`config.mk`:
```
export PLATFORM = sky130hd
export DESIGN_NAME = load_issue_queue_flat
export DESIGN_NICKNAME = d
export VERILOG_FILES = /design/src/rtl/load_issue_queue_if.sv /design/src/rtl/load_issue_queue.sv /design/src/flat_wrapper.sv
export SDC_FILE = /design/constraint.sdc
export NUM_CORES = 1
export LEC_CHECK = 0
export ABC_AREA = 1
export BUFFER_PORTS_ARGS = -buffer_cell sky130_fd_sc_hd__buf_2
export CAP_MARGIN = 10
export CELL_PAD_IN_SITES_DETAIL_PLACEMENT = 0
export CELL_PAD_IN_SITES_GLOBAL_PLACEMENT = 1
export CORE_MARGIN = 2
export CORE_UTILIZATION = 45
export CTS_CLUSTER_DIAMETER = 30
export DETAILED_ROUTE_END_ITERATION = 8
export PLACE_DENSITY_LB_ADDON = 0.1
export SLEW_MARGIN = 20
export SYNTH_ARGS = -nofsm -noshare
export SYNTH_HDL_FRONTEND = slang
export SYNTH_SLANG_ARGS = --single-unit
```
`constraint.sdc`:
```
create_clock -name clk -period 6.01 [get_ports clk]
set_input_delay 1.5025 -clock clk [delete_from_list [all_inputs] [get_ports clk]]
set_output_delay 1.5025 -clock clk [all_outputs]
set_load 0.005 [all_outputs]
```
`src/rtl/load_issue_queue_if.sv`:
```
// Load issue queue bus bundle: dispatch request/payload, CDB broadcast,
// flush and store-fence inputs, issue port and occupancy.
// master = the core side driving dispatch/cdb; slave = the queue itself.
interface load_issue_queue_if;
  logic         flush;
  logic         disp_valid;
  logic         disp_ready;
  logic [2:0]   disp_width;
  logic [5:0]   disp_dest;
  logic         disp_base_valid;
  logic [5:0]   disp_base_tag;
  logic [31:0]  disp_base;
  logic [31:0]  disp_opr2;
  logic [31:0]  disp_offset;
  logic [37:0]  cdb;
  logic         issue_en;
  logic [104:0] issue_op;
  logic         store_pending;
  logic [2:0]   occupancy;

  modport master (
    output flush, disp_valid, disp_width, disp_dest, disp_base_valid,
           disp_base_tag, disp_base, disp_opr2, disp_offset, cdb, store_pending,
    input  disp_ready, issue_en, issue_op, occupancy
  );

  modport slave (
    input  flush, disp_valid, disp_width, disp_dest, disp_base_valid,
           disp_base_tag, disp_base, disp_opr2, disp_offset, cdb, store_pending,
    output disp_ready, issue_en, issue_op, occupancy
  );
endinterface

```
`src/rtl/load_issue_queue.sv`:
```
// load_issue_queue: 4-entry age-ordered collapsing queue of loads waiting on
// their base operand. Entry 0 is the oldest; the oldest ready entry issues,
// younger entries slide down, and new loads land in the first free slot.
// Optional feature: define LOADQ_STORE_FENCE_EN to hold issue while a store
// commit is pending (queue contents and wakeups keep updating).
module load_issue_queue (
  input logic              clk,
  input logic              reset,
  load_issue_queue_if.slave bus
);

  localparam int DEPTH = 4;

  typedef struct packed {
    logic        valid;
    logic        ready;
    logic [5:0]  base_tag;
    logic [2:0]  width;
    logic [5:0]  dest;
    logic [31:0] base;
    logic [31:0] opr2;
    logic [31:0] offset;
  } entry_t;

  entry_t      q      [DEPTH];
  entry_t      q_next [DEPTH];
  entry_t      woke   [DEPTH];
  entry_t      new_entry;

  logic [2:0]  count;
  logic        found;
  logic [1:0]  sel;
  logic        fence;
  logic        fire;
  logic        accept;
  logic [2:0]  slot;
  logic [5:0]  cdb_tag;
  logic [31:0] cdb_data;
  logic        cdb_hit_new;

  assign cdb_tag  = bus.cdb[37:32];
  assign cdb_data = bus.cdb[31:0];

`ifdef LOADQ_STORE_FENCE_EN
  assign fence = bus.store_pending;
`else
  logic unused_store_pending;
  assign unused_store_pending = bus.store_pending;
  assign fence = 1'b0;
`endif

  // Count valid entries; the queue collapses, so valid bits are contiguous.
  always_comb begin
    count = '0;
    for (int i = 0; i < DEPTH; i++) begin
      count = count + 3'(q[i].valid);
    end
  end

  // Pick the oldest entry whose base operand is available.
  always_comb begin
    found = 1'b0;
    sel   = '0;
    for (int i = 0; i < DEPTH; i++) begin
      if (!found && q[i].valid && q[i].ready) begin
        found = 1'b1;
        sel   = 2'(i);
      end
    end
  end

  assign fire           = found && !bus.flush && !fence;
  assign bus.issue_en   = fire;
  assign bus.issue_op   = fire ? {q[sel].width, q[sel].dest, q[sel].base,
                                  q[sel].opr2, q[sel].offset} : '0;
  assign bus.disp_ready = (count < 3'd4);
  assign bus.occupancy  = count;
  assign accept         = bus.disp_valid && bus.disp_ready && !bus.flush;
  assign slot           = count - {2'b00, fire};
  assign cdb_hit_new    = (cdb_tag != 6'd0) && (cdb_tag == bus.disp_base_tag);

  // Build the incoming entry, capturing a same-cycle CDB broadcast if it
  // produces the missing base operand.
  always_comb begin
    new_entry          = '0;
    new_entry.valid    = 1'b1;
    new_entry.ready    = bus.disp_base_valid;
    new_entry.base_tag = bus.disp_base_tag;
    new_entry.width    = bus.disp_width;
    new_entry.dest     = bus.disp_dest;
    new_entry.base     = bus.disp_base;
    new_entry.opr2     = bus.disp_opr2;
    new_entry.offset   = bus.disp_offset;
    if (!bus.disp_base_valid && cdb_hit_new) begin
      new_entry.ready = 1'b1;
      new_entry.base  = cdb_data;
    end
  end

  // Next queue state: wake waiting entries, remove the issued one by shifting
  // younger entries down, append the dispatch, then apply flush.
  always_comb begin
    for (int i = 0; i < DEPTH; i++) begin
      woke[i] = q[i];
      if (q[i].valid && !q[i].ready && (cdb_tag != 6'd0) &&
          (cdb_tag == q[i].base_tag)) begin
        woke[i].ready = 1'b1;
        woke[i].base  = cdb_data;
      end
    end

    for (int i = 0; i < DEPTH - 1; i++) begin
      q_next[i] = (fire && (2'(i) >= sel)) ? woke[i + 1] : woke[i];
    end
    q_next[DEPTH - 1] = fire ? '0 : woke[DEPTH - 1];

    for (int i = 0; i < DEPTH; i++) begin
      if (accept && (slot == 3'(i))) begin
        q_next[i] = new_entry;
      end
    end

    if (bus.flush) begin
      for (int i = 0; i < DEPTH; i++) begin
        q_next[i].valid = 1'b0;
        q_next[i].ready = 1'b0;
      end
    end
  end

  // Queue state register with asynchronous clear.
  always_ff @(posedge clk or negedge reset) begin
    if (!reset) begin
      for (int i = 0; i < DEPTH; i++) begin
        q[i] <= '0;
      end
    end else begin
      for (int i = 0; i < DEPTH; i++) begin
        q[i] <= q_next[i];
      end
    end
  end

endmodule
```
`src/flat_wrapper.sv`:
```
// flat-port wrapper written by rule: the top's interface ports become plain ports
module load_issue_queue_flat 
  (clk, reset, bus_flush, bus_disp_valid, bus_disp_width, bus_disp_dest, bus_disp_base_valid, bus_disp_base_tag, bus_disp_base, bus_disp_opr2, bus_disp_offset, bus_cdb, bus_store_pending, bus_disp_ready, bus_issue_en, bus_issue_op, bus_occupancy);
  load_issue_queue_if bus_i ();
  input logic clk;
  input logic reset;
  input wire logic [$bits(bus_i.flush)-1:0] bus_flush;
  input wire logic [$bits(bus_i.disp_valid)-1:0] bus_disp_valid;
  input wire logic [$bits(bus_i.disp_width)-1:0] bus_disp_width;
  input wire logic [$bits(bus_i.disp_dest)-1:0] bus_disp_dest;
  input wire logic [$bits(bus_i.disp_base_valid)-1:0] bus_disp_base_valid;
  input wire logic [$bits(bus_i.disp_base_tag)-1:0] bus_disp_base_tag;
  input wire logic [$bits(bus_i.disp_base)-1:0] bus_disp_base;
  input wire logic [$bits(bus_i.disp_opr2)-1:0] bus_disp_opr2;
  input wire logic [$bits(bus_i.disp_offset)-1:0] bus_disp_offset;
  input wire logic [$bits(bus_i.cdb)-1:0] bus_cdb;
  input wire logic [$bits(bus_i.store_pending)-1:0] bus_store_pending;
  output wire logic [$bits(bus_i.disp_ready)-1:0] bus_disp_ready;
  output wire logic [$bits(bus_i.issue_en)-1:0] bus_issue_en;
  output wire logic [$bits(bus_i.issue_op)-1:0] bus_issue_op;
  output wire logic [$bits(bus_i.occupancy)-1:0] bus_occupancy;
  assign bus_i.flush = bus_flush;
  assign bus_i.disp_valid = bus_disp_valid;
  assign bus_i.disp_width = bus_disp_width;
  assign bus_i.disp_dest = bus_disp_dest;
  assign bus_i.disp_base_valid = bus_disp_base_valid;
  assign bus_i.disp_base_tag = bus_disp_base_tag;
  assign bus_i.disp_base = bus_disp_base;
  assign bus_i.disp_opr2 = bus_disp_opr2;
  assign bus_i.disp_offset = bus_disp_offset;
  assign bus_i.cdb = bus_cdb;
  assign bus_i.store_pending = bus_store_pending;
  assign bus_disp_ready = bus_i.disp_ready;
  assign bus_issue_en = bus_i.issue_en;
  assign bus_issue_op = bus_i.issue_op;
  assign bus_occupancy = bus_i.occupancy;
  load_issue_queue u_core (.clk(clk), .reset(reset), .bus(bus_i));
endmodule
```
Word-level counts from Yosys, hierarchy flattened
Index checks and enable logic that the tools add are counted.
{ "word_totals": {"wordCells": 135, "regBits": 452, "in_bits": 155, "out_inout_bits": 110} }
{ "op_classes": {"addsub": 4, "n_reduce_logical": 52, "eq_ne": 8, "n_mux": 33, "n_lt_le_gt_ge": 5, "bitwise_logic": 1} }
{ "ops": {"columns": ["op", "count"], "rows": [
  ["2-to-1 mux 113 bit", 8],
  ["2-to-1 mux 105 bit", 3],
  ["binary-select mux 113 bit (select 2 bit)", 1],
  ["2-to-1 mux 32 bit", 5],
  ["logical AND 1 bit", 31],
  ["== test 6 bit", 5],
  ["nonzero test 3 bit", 5],
  ["2-to-1 mux 2 bit", 6],
  ["2-to-1 mux 1 bit", 10],
  ["logical NOT 1 bit", 9],
  ["nonzero test 2 bit", 4],
  ["adder 3 x 1 -> 3 bit", 2],
  ["== test 3 x 2 -> 1 bit (second input constant)", 2],
  ["nonzero test 6 bit", 1],
  ["greater-or-equal comparator 1 x 2 -> 1 bit (first input constant)", 2],
  ["nonzero test 4 bit", 1],
  ["== test 3 x 1 -> 1 bit (second input constant)", 1],
  ["greater-or-equal comparator 3 bit (second input constant)", 1],
  ["logical NOT 3 bit", 1],
  ["less-than comparator 3 bit (second input constant)", 1],
  ["inverter 2 -> 3 bit", 1],
  ["subtractor 3 x 1 -> 3 bit", 1],
  ["adder 1 x 1 -> 2 bit", 1],
  ["greater-or-equal comparator 2 bit (first input constant)", 1]
]} }

Longest topological paths before layout
{ "logic_depth": {"ltp_word": 20, "ltp_mapped": 19, "mapped_depth_nobuf": 18} }

Worst setup path after synthesis
Ideal clock, no wire load.
{ "synth_timing": {"path_kind": "input to output", "start": "input bus_flush", "end": "output bus_issue_op[62]", "path_stages": 7, "required_time_ns": 4.507, "slack_ns": 2.056, "arrival_ns": 2.452, "cell_sequence": "a21oi_2 > inv_2 > nor2_1 > buf_2 > buf_2 > o21ai_0 > o21ai_1"} }
{ "synth_via": {"elab_chain_cells": 3} }
{ "synth_lines": {"columns": ["element", "line_no", "source"], "rows": [
  ["start: declaration", "flat_wrapper.sv:7", "input wire logic [$bits(bus_i.flush)-1:0] bus_flush;"],
  ["logical NOT 1 bit", "load_issue_queue.sv:72", "assign fire = found && !bus.flush && !fence;"],
  ["logical AND 1 bit", "load_issue_queue.sv:72", null],
  ["2-to-1 mux 105 bit", "load_issue_queue.sv:74", "assign bus.issue_op = fire ? {q[sel].width, q[sel].dest, q[sel].base,"],
  ["end: declaration", "flat_wrapper.sv:20", "output wire logic [$bits(bus_i.issue_op)-1:0] bus_issue_op;"]
]} }
No other way between the ends.

Worst setup path in the final report
{ "layout_timing": {"start": "register u_core.q[451] (netlist name)", "end": "output bus_issue_op[63]"} }
{ "layout_via": {"elab_chain_cells": 19, "elab_cells_between_ends": 23} }
{ "layout_lines": {"columns": ["element", "line_no", "source"], "rows": [
  ["start: declaration", "load_issue_queue.sv:25", "entry_t q [DEPTH];"],
  ["start signal: indexed assignment", "load_issue_queue.sv:139", "q[i] <= q_next[i];"],
  ["logical AND 1 bit *", "load_issue_queue.sv:65", "if (!found && q[i].valid && q[i].ready) begin"],
  ["2-to-1 mux 1 bit *", "load_issue_queue.sv:65", null],
  ["logical NOT 1 bit", "load_issue_queue.sv:65", null],
  ["logical AND 1 bit (2 in a row)", "load_issue_queue.sv:65", null],
  ["2-to-1 mux 1 bit", "load_issue_queue.sv:65", null],
  ["logical NOT 1 bit", "load_issue_queue.sv:65", null],
  ["logical AND 1 bit (2 in a row)", "load_issue_queue.sv:65", null],
  ["2-to-1 mux 1 bit", "load_issue_queue.sv:65", null],
  ["logical NOT 1 bit", "load_issue_queue.sv:65", null],
  ["logical AND 1 bit (2 in a row)", "load_issue_queue.sv:65", null],
  ["2-to-1 mux 2 bit", "load_issue_queue.sv:65", null],
  ["inverter 2 -> 3 bit (not written as such)", "load_issue_queue.sv:75", "q[sel].opr2, q[sel].offset} : '0;"],
  ["binary-select mux 113 bit (select 2 bit)", "load_issue_queue.sv:75", null],
  ["2-to-1 mux 105 bit (2 in a row)", null, null],
  ["2-to-1 mux 105 bit *", "load_issue_queue.sv:74", null]
]} }
Mark *: on every way between the ends. The rest lies on a longest branch, timed or not. The select of a mux whose other input is x is not followed.

==> results.yml <==
logic_synthesis:
  synth_commonest_cells: "nand2_1, dfrtp_1, inv_1, nand3_1, a21oi_1"
  yosysWarningCount: 0
  synth_ff_type: "dfrtp_1"
  synth_area_um2: 24900
  yosysMostFrequentCell: "nand2_1"
  synth_edf_count: 0
  synth_top_cell_by_area: "dfrtp_1"
  synth_fp_nets: 3390
  synthCells: 3228
  synth_area_leaders: "dfrtp_1, nand2_1, o221ai_1"
  seq_area_frac_synth_pct: 45.4
  ys_ff_latch: 452
  syn_avg_cell_area_um2: 7.71
  synth.distinct_cells: 37
  synth_top_area_share_pct: 45.4
  async_reset_ff_share_pct: 100
floorplan:
  die_area_um2: 57200
  dieHeight_um: 239
  rows: 86
  io_pins: 265
  fp.coreArea_um2: 54900
  die_w_um: 239
  initial_core_util_pct: 45.4
clock_tree:
  clk_path_buf_depth: 3
  postCtsSetupBuffers: 0
  cts.sinks: 452
  clk_latency_ns: 0.68
  htree_levels: 3
  cts-root-buf: "clkbuf_16"
  hold_buffers: 0
  clkTransAtPathRegs_ns: 0.04
  post_cts_resized: 0
  numCtsBuffers: 120
  cts_tree: "done"
sta:
  fin_crit_sh_pct: 82.8
  tns_ns: 0
  fmax_mhz: 201
  setup_violations: 0
  finalHoldViolCount: 0
  min_period_ns: 4.97
  slew_viol_final: 0
  clock_skew_ns: 0.0341
  tightestPinTransition_ns: 1.15
  fin_ws_ns: 1.04
  rsz0062_at_grt: "false"
  maxSlewHeadroom_pct: 23.2
routing:
  ant_nets: 0
  drt_iter0_markers: 2682
  viasPerCell: 6.11
  routed_wl_um: 98100
  dr.pass1.iters: 6
  wl_per_cell_um: 23.2
  drc_errors: 0
  vias: 25900
power_and_ir_drop:
  fin_total_pwr_mw: 15.2
  power_frac_comb_pct: 21.5
  p_switching_mw: 4.80
  vdd_drop_max_uv: 271
  powerDensity_nw_per_um2: 490
  seq_power_share_pct: 33.6
  p_clk_share_pct: 44.9
  p_leak_nw: 14.9
  power.internal_mw: 10.4
  p_sw_share_pct: 31.5
grt:
  grt_max_degree: 195
  grt_pass1_wl_um: 149000
  grt_pass1_vias: 25600
  antenna_found_initial: 14
  grt_overflow_total: 0
  track_usage_pct: 34.1
critical_path:
  critPathArrivalTime_ns: 3.47
  start_kind: "flip-flop"
  cp_max_fo: 75
  required_ns: 4.51
  worst-setup-path-type: "flip-flop to primary output"
  crit_chain: "nand2_1 -> nand2_1 -> a21oi_1 -> inv_4 -> buf_12 -> o21ai_0 -> o21bai_1 -> a21oi_1 -> buf_2"
  crit_family: "buffers and inverters"
  cp-end-kind: "primary output"
  crit_path_top_delay_cell: "inv_4"
  critPathBufInv: 3
  max_stage_delay_ns: 0.66
final_layout:
  stdcell_area_um2: 31100
  area_growth_pct: 24.9
  seq_area_um2: 11300
  reg.largest.list: "u_core.q (452)"
  largest_register_ffs: 452
  num-nets-final: 3582
  drive_gt1_share_pct: 16.5
  multi_input_area_um2: 11100
  regMostFlops: "u_core.q"
  n_fill_cell: 5057
placement:
  dp_slack_ns: 0.867
  dp_hpwl_um: 53400
  place_congestion: 0.870
  placed_area_um2: 26700
  io_buffers: 263
outcome:
  status: "complete, no violations"
hold_path:
  hp-class: "flip-flop to flip-flop"
job:
  max_cap_violations: 0
per-layer routing:
metal  part of all wire (%)  vias to the layer above  track usage, %
li1                       -                    11500               -
met1                     41                    12700            45.6
met2                     46                     1426            53.9
met3                    9.9                      245            7.26
met4                    3.1                       14            13.6
met5                  0.085                        -               0
layout make-up:
class,count,share of cell area (%)
antenna,8,0.0644
clock inverter,75,3.35
multi-input combinational,2152,35.8
timing repair buffer,320,6.24
sequential,452,36.4
clock buffer,151,10.8
tap,704,2.83
inverter,374,4.56
final timing paths:
path / start / to / slack [ns] / cells past startpoint
hold reg to reg: u_core.q[423] / u_core.q[423] / 0.48 / 2
hold / removal: u_core.q[423] / u_core.q[423] / 0.48 / 2
max in group asynchronous: reset / u_core.q[195] / 3.73 / 2
setup reg to reg: u_core.q[338] / u_core.q[424] / 1.51 / 17
min in group asynchronous: reset / u_core.q[147] / 0.88 / 1
setup / recovery: u_core.q[451] / bus_issue_op[63] / 1.04 / 9
cell families (layout without fill, tap and decap cells):
logic type,after synthesis,in the layout,synth area share [%]
AOI/OAI and AO/OA,929,929,23.7
xor gates and xnor gates,5,5,0.176
adders and majority gates,7,7,0.382
buffers and inverters,624,920,10.1
DFF,452,452,45.4
other,0,8,0
and+or+nand+nor,1211,1211,20.2
cell usage in the layout (no fill, tap or decap), types with 15 or more instances in the layout:
master	n
o221ai_1	162
o22ai_1	120
inv_2	15
nand4_1	34
dfrtp_1	452
inv_1	350
clkbuf_16	121
clkinv_2	28
clkbuf_8	21
a21oi_1	194
nand2_1	822
nor2_1	72
buf_2	262
bufinv_16	20
o21ai_0	191
nand3_1	261
o21ai_1	72
buf_12	15
o21bai_1	28
o211ai_1	153
buf_4	42
clkinvlp_4	19
metrics by stage:
| step | hold WS, ns | instances | utilization, % |
|---|---|---|---|
| after global routing | 0.513 | 4235 | 56.7 |
| final | 0.484 | 4236 | 56.7 |
| after global placement | 0.465 | 4002 | 48.6 |
| after CTS | 0.484 | 4228 | 56.6 |
| after detailed placement | 0.473 | 4002 | 48.6 |
| after floorplan | 0.454 | 3228 | - |
power by group through the flow:
stage,clock network (mW),logic [mW],registers (mW)
finish,6.84,3.28,5.12
floorplan,0,2.43,4.92
detailed placement,0,3.24,5.10
CTS,6.88,3.26,5.09
global route,7.10,3.72,5.26
global placement,0,3.12,5.04
worst reg2reg max path, delay by kind of cell (launching register included):
kind	cells	cell delay [ns]
AO/OA/AOI/OAI	1	0.08
AND/OR/NAND/NOR	6	1.19
adder cells (fa/ha/maj)	4	1.25
buffers and inverters	6	1.48
flip-flops	1	0.41
Power figures use the tool's default switching activity.
